[src/rtl/block_config_loader.sv]
// Serial-to-parallel config loader: MSB-first shift, commit strobes the held word to the latch block.
// Latency: 1 cycle per bit, comb_set registered one cycle after commit in FULL; no backpressure (cfg_en gated only by state).
module block_config_loader #(
   parameter int ADDR_BITS = 4,
   parameter int MEM_SIZE  = 2**ADDR_BITS,
   parameter int CNT_BITS  = $clog2(MEM_SIZE+1)
) (
   input  logic                clk,
   input  logic                rst_n,
   input  logic                cfg_en,
   input  logic                cfg_in,
   input  logic                cfg_clear,
   input  logic                commit,
   output logic                cfg_out,
   output logic [MEM_SIZE-1:0] config_out,
   output logic                comb_set,
   output logic                full,
   output logic                err,
   output logic [CNT_BITS-1:0] bit_count
);

   typedef enum logic [1:0] {S_IDLE, S_SHIFT, S_FULL, S_COMMIT} state_t;

   localparam logic [CNT_BITS-1:0] CNT_MAX = CNT_BITS'(MEM_SIZE);

   state_t              state, state_nxt;
   logic [MEM_SIZE-1:0] sreg;
   logic                shift_acc;
   logic                err_set;
   logic                err_clr;
   logic                cnt_clr;

   // Priority: clear > commit > shift; COMMIT ignores every input for its single cycle.
   always_comb begin
      state_nxt = state;
      shift_acc = 1'b0;
      err_set   = 1'b0;
      err_clr   = 1'b0;
      cnt_clr   = 1'b0;
      case (state)
         S_COMMIT: begin
            state_nxt = S_IDLE;
            cnt_clr   = 1'b1;
            err_clr   = 1'b1;
         end
         default: begin
            if (cfg_clear) begin
               state_nxt = S_IDLE;
               cnt_clr   = 1'b1;
            end else if (commit) begin
               if (state == S_FULL) state_nxt = S_COMMIT;
               else                 err_set   = 1'b1;
            end else if (cfg_en) begin
               shift_acc = 1'b1;
               if (state == S_FULL)
                  err_set = 1'b1;
               else if (bit_count == CNT_MAX - CNT_BITS'(1))
                  state_nxt = S_FULL;
               else
                  state_nxt = S_SHIFT;
            end
         end
      endcase
   end

   always_ff @(posedge clk or negedge rst_n) begin
      if (!rst_n) begin
         state     <= S_IDLE;
         sreg      <= '0;
         bit_count <= '0;
         comb_set  <= 1'b0;
         err       <= 1'b0;
      end else begin
         state    <= state_nxt;
         comb_set <= (state_nxt == S_COMMIT);
         if (shift_acc)
            sreg <= {sreg[MEM_SIZE-2:0], cfg_in};
         if (cnt_clr)
            bit_count <= '0;
         else if (shift_acc && bit_count != CNT_MAX)
            bit_count <= bit_count + CNT_BITS'(1);
         if (err_clr)
            err <= 1'b0;
         else if (err_set)
            err <= 1'b1;
      end
   end

   assign cfg_out    = sreg[MEM_SIZE-1];
   assign config_out = sreg;
   assign full       = (bit_count == CNT_MAX);

endmodule

[config.mk]
export PLATFORM = sky130hd
export DESIGN_NAME = block_config_loader
export DESIGN_NICKNAME = d
export VERILOG_FILES = /design/src/rtl/block_config_loader.sv
export SDC_FILE = /design/constraint.sdc
export NUM_CORES = 1
export LEC_CHECK = 0
export CORE_AREA = 4 4 47 70
export DETAILED_ROUTE_END_ITERATION = 12
export DIE_AREA = 0 0 51 74
export PLACE_DENSITY = 0.73
export SETUP_SLACK_MARGIN = 0.02
export SYNTH_ARGS = -nofsm -noshare
export SYNTH_HDL_FRONTEND = slang
export SYNTH_SLANG_ARGS = --single-unit
[constraint.sdc]
create_clock -name clk -period 1.9 [get_ports clk]
set_input_delay 0.38 -clock clk [delete_from_list [all_inputs] [get_ports clk]]
set_output_delay 0.38 -clock clk [all_outputs]
set_load 0.02 [all_outputs]
==> metrics.log <==
INFO  metric outcome = complete, no violations
INFO  metric vias = roughly 860
INFO  metric synth_edf_count = 0
INFO  metric die_w = between 50 and 60 um
INFO  metric hold_path_class = input pin to asynchronous set/reset pin
INFO  metric worstPathRequired = about 1.5 ns
INFO  metric post-cts-setup-buffers = 0
INFO  metric ant_nets = 0
INFO  metric clock_skew = roughly 0.0078 ns
INFO  metric grt_use_total = 0.1374
INFO  metric ctsHtreeMaxLevel = 1
INFO  metric final_net_count = between 100 and 150
INFO  metric grt_overflow = 0
INFO  metric slew_headroom = 0.7875
INFO  metric area_growth_syn_to_layout = 32.49%
INFO  metric grt_antenna_before_repair = 0
INFO  metric finalWorstPathRequiredPeriod = around 1.7 ns
INFO  metric grt_pass1_vias = about 900
INFO  metric setup_viol_count_final = 0
INFO  metric vdd_ir_drop_max = between 0.5 and 0.6 mV
INFO  metric cp_data_arrival_time = around 1.4 ns
INFO  metric yosys_warnings = 0
INFO  metric static-leakage-power = between 0.0007 and 0.0008 uW
INFO  metric grt_start_max_net_pins = 26
INFO  metric dp_hpwl = ~1800 um
INFO  metric cell_area_synth = around 1200 um^2
INFO  metric clock_root_buffer = sky130_fd_sc_hd__clkbuf_8
INFO  metric synthCells = 87
INFO  metric period_share = 0.9170
INFO  metric initial_core_util = 0.4432
INFO  metric reg2regPathDepth = 5
INFO  metric floorplan.die_area = 3774 um^2
INFO  metric synth_top_cell_area_share = 0.5274
INFO  metric clk_pin_slew_worst_paths = ~0.090 ns
INFO  metric number_of_buffers_created_by_cts = 3
INFO  metric ys_async_sr_fraction = 1.000
INFO  metric drv_cap = 0
INFO  metric final-max-slew-violation-count = 0
INFO  metric detail_route.vias_per_cell = 5.350
INFO  metric setup_repair_after_global_routing_missed_its_margin = false
INFO  metric hold_viol = 0
INFO  metric yosys-top-cells-area = sky130_fd_sc_hd__dfrtp_1 (53%), sky130_fd_sc_hd__mux2_4 (13%), sky130_fd_sc_hd__mux2_2 (5.7%), sky130_fd_sc_hd__ha_1 (4.2%), sky130_fd_sc_hd__a21oi_1 (2.5%)
INFO  metric synthDominantAreaCellType = sky130_fd_sc_hd__dfrtp_1
INFO  metric drive_above_1_share = 0.2439
INFO  metric timing.setup.critical_path_class = register to primary output
INFO  metric layout.cells.most_common_list = sky130_fd_sc_hd__clkdlybuf4s50_1 (29), sky130_fd_sc_hd__dfrtp_1 (25), sky130_fd_sc_hd__mux2_4 (10)
INFO  metric timing.setup.tns = 0 ns
INFO  metric ys_ff_latch = 25
INFO  metric ant_cells = 0
INFO  metric final_routed_wire_length_divided_by_cell_count = about 15 um
INFO  metric cts_buffer_depth = 2
INFO  metric cp-startpoint = bit_count[2]
INFO  metric timing.critical_path.from_type = register
INFO  metric sequential_area_share_after_synthesis = 0.5274
INFO  metric finalWeightedCongestion = roughly 0.76
INFO  metric clk-insertion-delay-late = roughly 0.27 ns
INFO  metric crit_fanout = 5
INFO  metric fillerInstances = 248
INFO  metric post_cts.resized_instances = 2
INFO  metric firstDrtPassIters = 4
INFO  metric numPlacedInstances = about 160
INFO  metric drc = 0
INFO  metric fmax = about 0.57 GHz
INFO  metric yosys_most_used_dff = sky130_fd_sc_hd__dfrtp_1
INFO  metric pin_count = 31
INFO  metric finalWirelength = ~2300 um
INFO  metric initialDrtViolationCount = 32
INFO  metric count_of_unique_library_cells_instantiated_by_yosys = 30
INFO  metric placementRows = 23
INFO  metric timing.rr.start = bit_count[0]
INFO  metric core_area = between 2000 and 3000 um^2
INFO  metric cts_hold_repair.buffers = 0
INFO  metric finalCoreUtilization = 0.5872
INFO  metric instances_no_fill = 160
INFO  metric mostFrequentLayoutCell = sky130_fd_sc_hd__clkdlybuf4s50_1
INFO  metric grt_pass1_wl = 3960 um
INFO  metric cts_num_sinks = 25
INFO  metric synth_area_per_cell = 13.63 um^2
INFO  metric synth_fp_nets = 97
INFO  metric worst_setup_path_end_kind = primary output
INFO  metric floorplan.die.height = between 70 and 80 um
INFO  metric buffer_ports.inserted = 30
INFO  metric tightestPinTransition = between 0.3 and 0.4 ns
INFO  metric power_per_cell_area = roughly 960 nW/um^2
INFO  metric clock_tree_from_tritoncts = yes
[final cells by class]
cell class / count / area, um^2 / area share
Sequential cell: 25 / 625.6 / 0.3981
Multi-Input combinational cell: 54 / 499.2 / 0.3177
Timing Repair Buffer: 36 / 340.3 / 0.2166
Tap cell: 37 / 46.29 / 0.02946
Clock buffer: 4 / 45.04 / 0.02866
Inverter: 4 / 15.01 / 0.009554
[flip-flops by register name, summed over array words and instances, names as in the netlist]
| name | count |
|---|---|
| config_out | 16 |
| state | 2 |
| bit_count | 5 |
| comb_set | 1 |
| err | 1 |
[path summary, 6_finish.rpt]
check | to | slack (ns)
max | bit_count[2] | 0.16
min | config_out[0] | 0.48
max reg2reg | bit_count[4] | 0.34
min reg2reg | config_out[14] | 0.54
max in group asynchronous | config_out[8] | 1.18
min in group clk | config_out[14] | 0.54
[critical path, stage by stage, from the launching register on]
cell and delay, ns:
sky130_fd_sc_hd__dfrtp_1 0.35, sky130_fd_sc_hd__buf_4 0.13, sky130_fd_sc_hd__clkdlybuf4s50_1 0.61
[synthesized netlist by cell type (2+ instances only)]
cell                       count
sky130_fd_sc_hd__mux2_2        6
sky130_fd_sc_hd__o21ai_0       2
sky130_fd_sc_hd__nand3_1       2
sky130_fd_sc_hd__a21oi_1       6
sky130_fd_sc_hd__nand3b_1      3
sky130_fd_sc_hd__buf_4         2
sky130_fd_sc_hd__a31oi_1       2
sky130_fd_sc_hd__inv_1         4
sky130_fd_sc_hd__or3_1         2
sky130_fd_sc_hd__nor2_1        2
sky130_fd_sc_hd__dfrtp_1      25
sky130_fd_sc_hd__ha_1          4
sky130_fd_sc_hd__mux2_4       10
[report_power, final]
group,switching (uW),internal [uW],total [uW]
registers,77.2,622,699
clock network,162,150,312
logic,208,286,494
total,447,1060,1510
[cell families after synthesis]
family	count (synthesis)	synth area share
adders and majority gates	4	0.04220
and+or+nand+nor	18	0.1034
AOI/OAI and AO/OA	16	0.09179
buffers and inverters	8	0.05168
muxes	16	0.1835
DFF	25	0.5274
[per-stage QoR]
step	setup WS (ns)	instance area (um^2)	hold WS [ns]	power, uW
6_report	0.1577	1572	0.4801	1505
3_3_place_gp	0.06400	1531	0.5153	1197
3_5_place_dp	0.04446	1531	0.5298	1211
5_1_grt	0.1053	1572	0.5046	1576
2_1_floorplan	0.3586	1186	0.08441	967.9
4_1_cts	0.03557	1577	0.4918	1521
[routing by layer]
metal  wire (um)  GRT usage  part of all wire
met5           0          0                 0
met4          15    0.05389            0.0065
met3         134    0.02806             0.058
met2        1263     0.2511              0.54
met1         906     0.1545              0.39
Power figures use the tool's default switching activity.
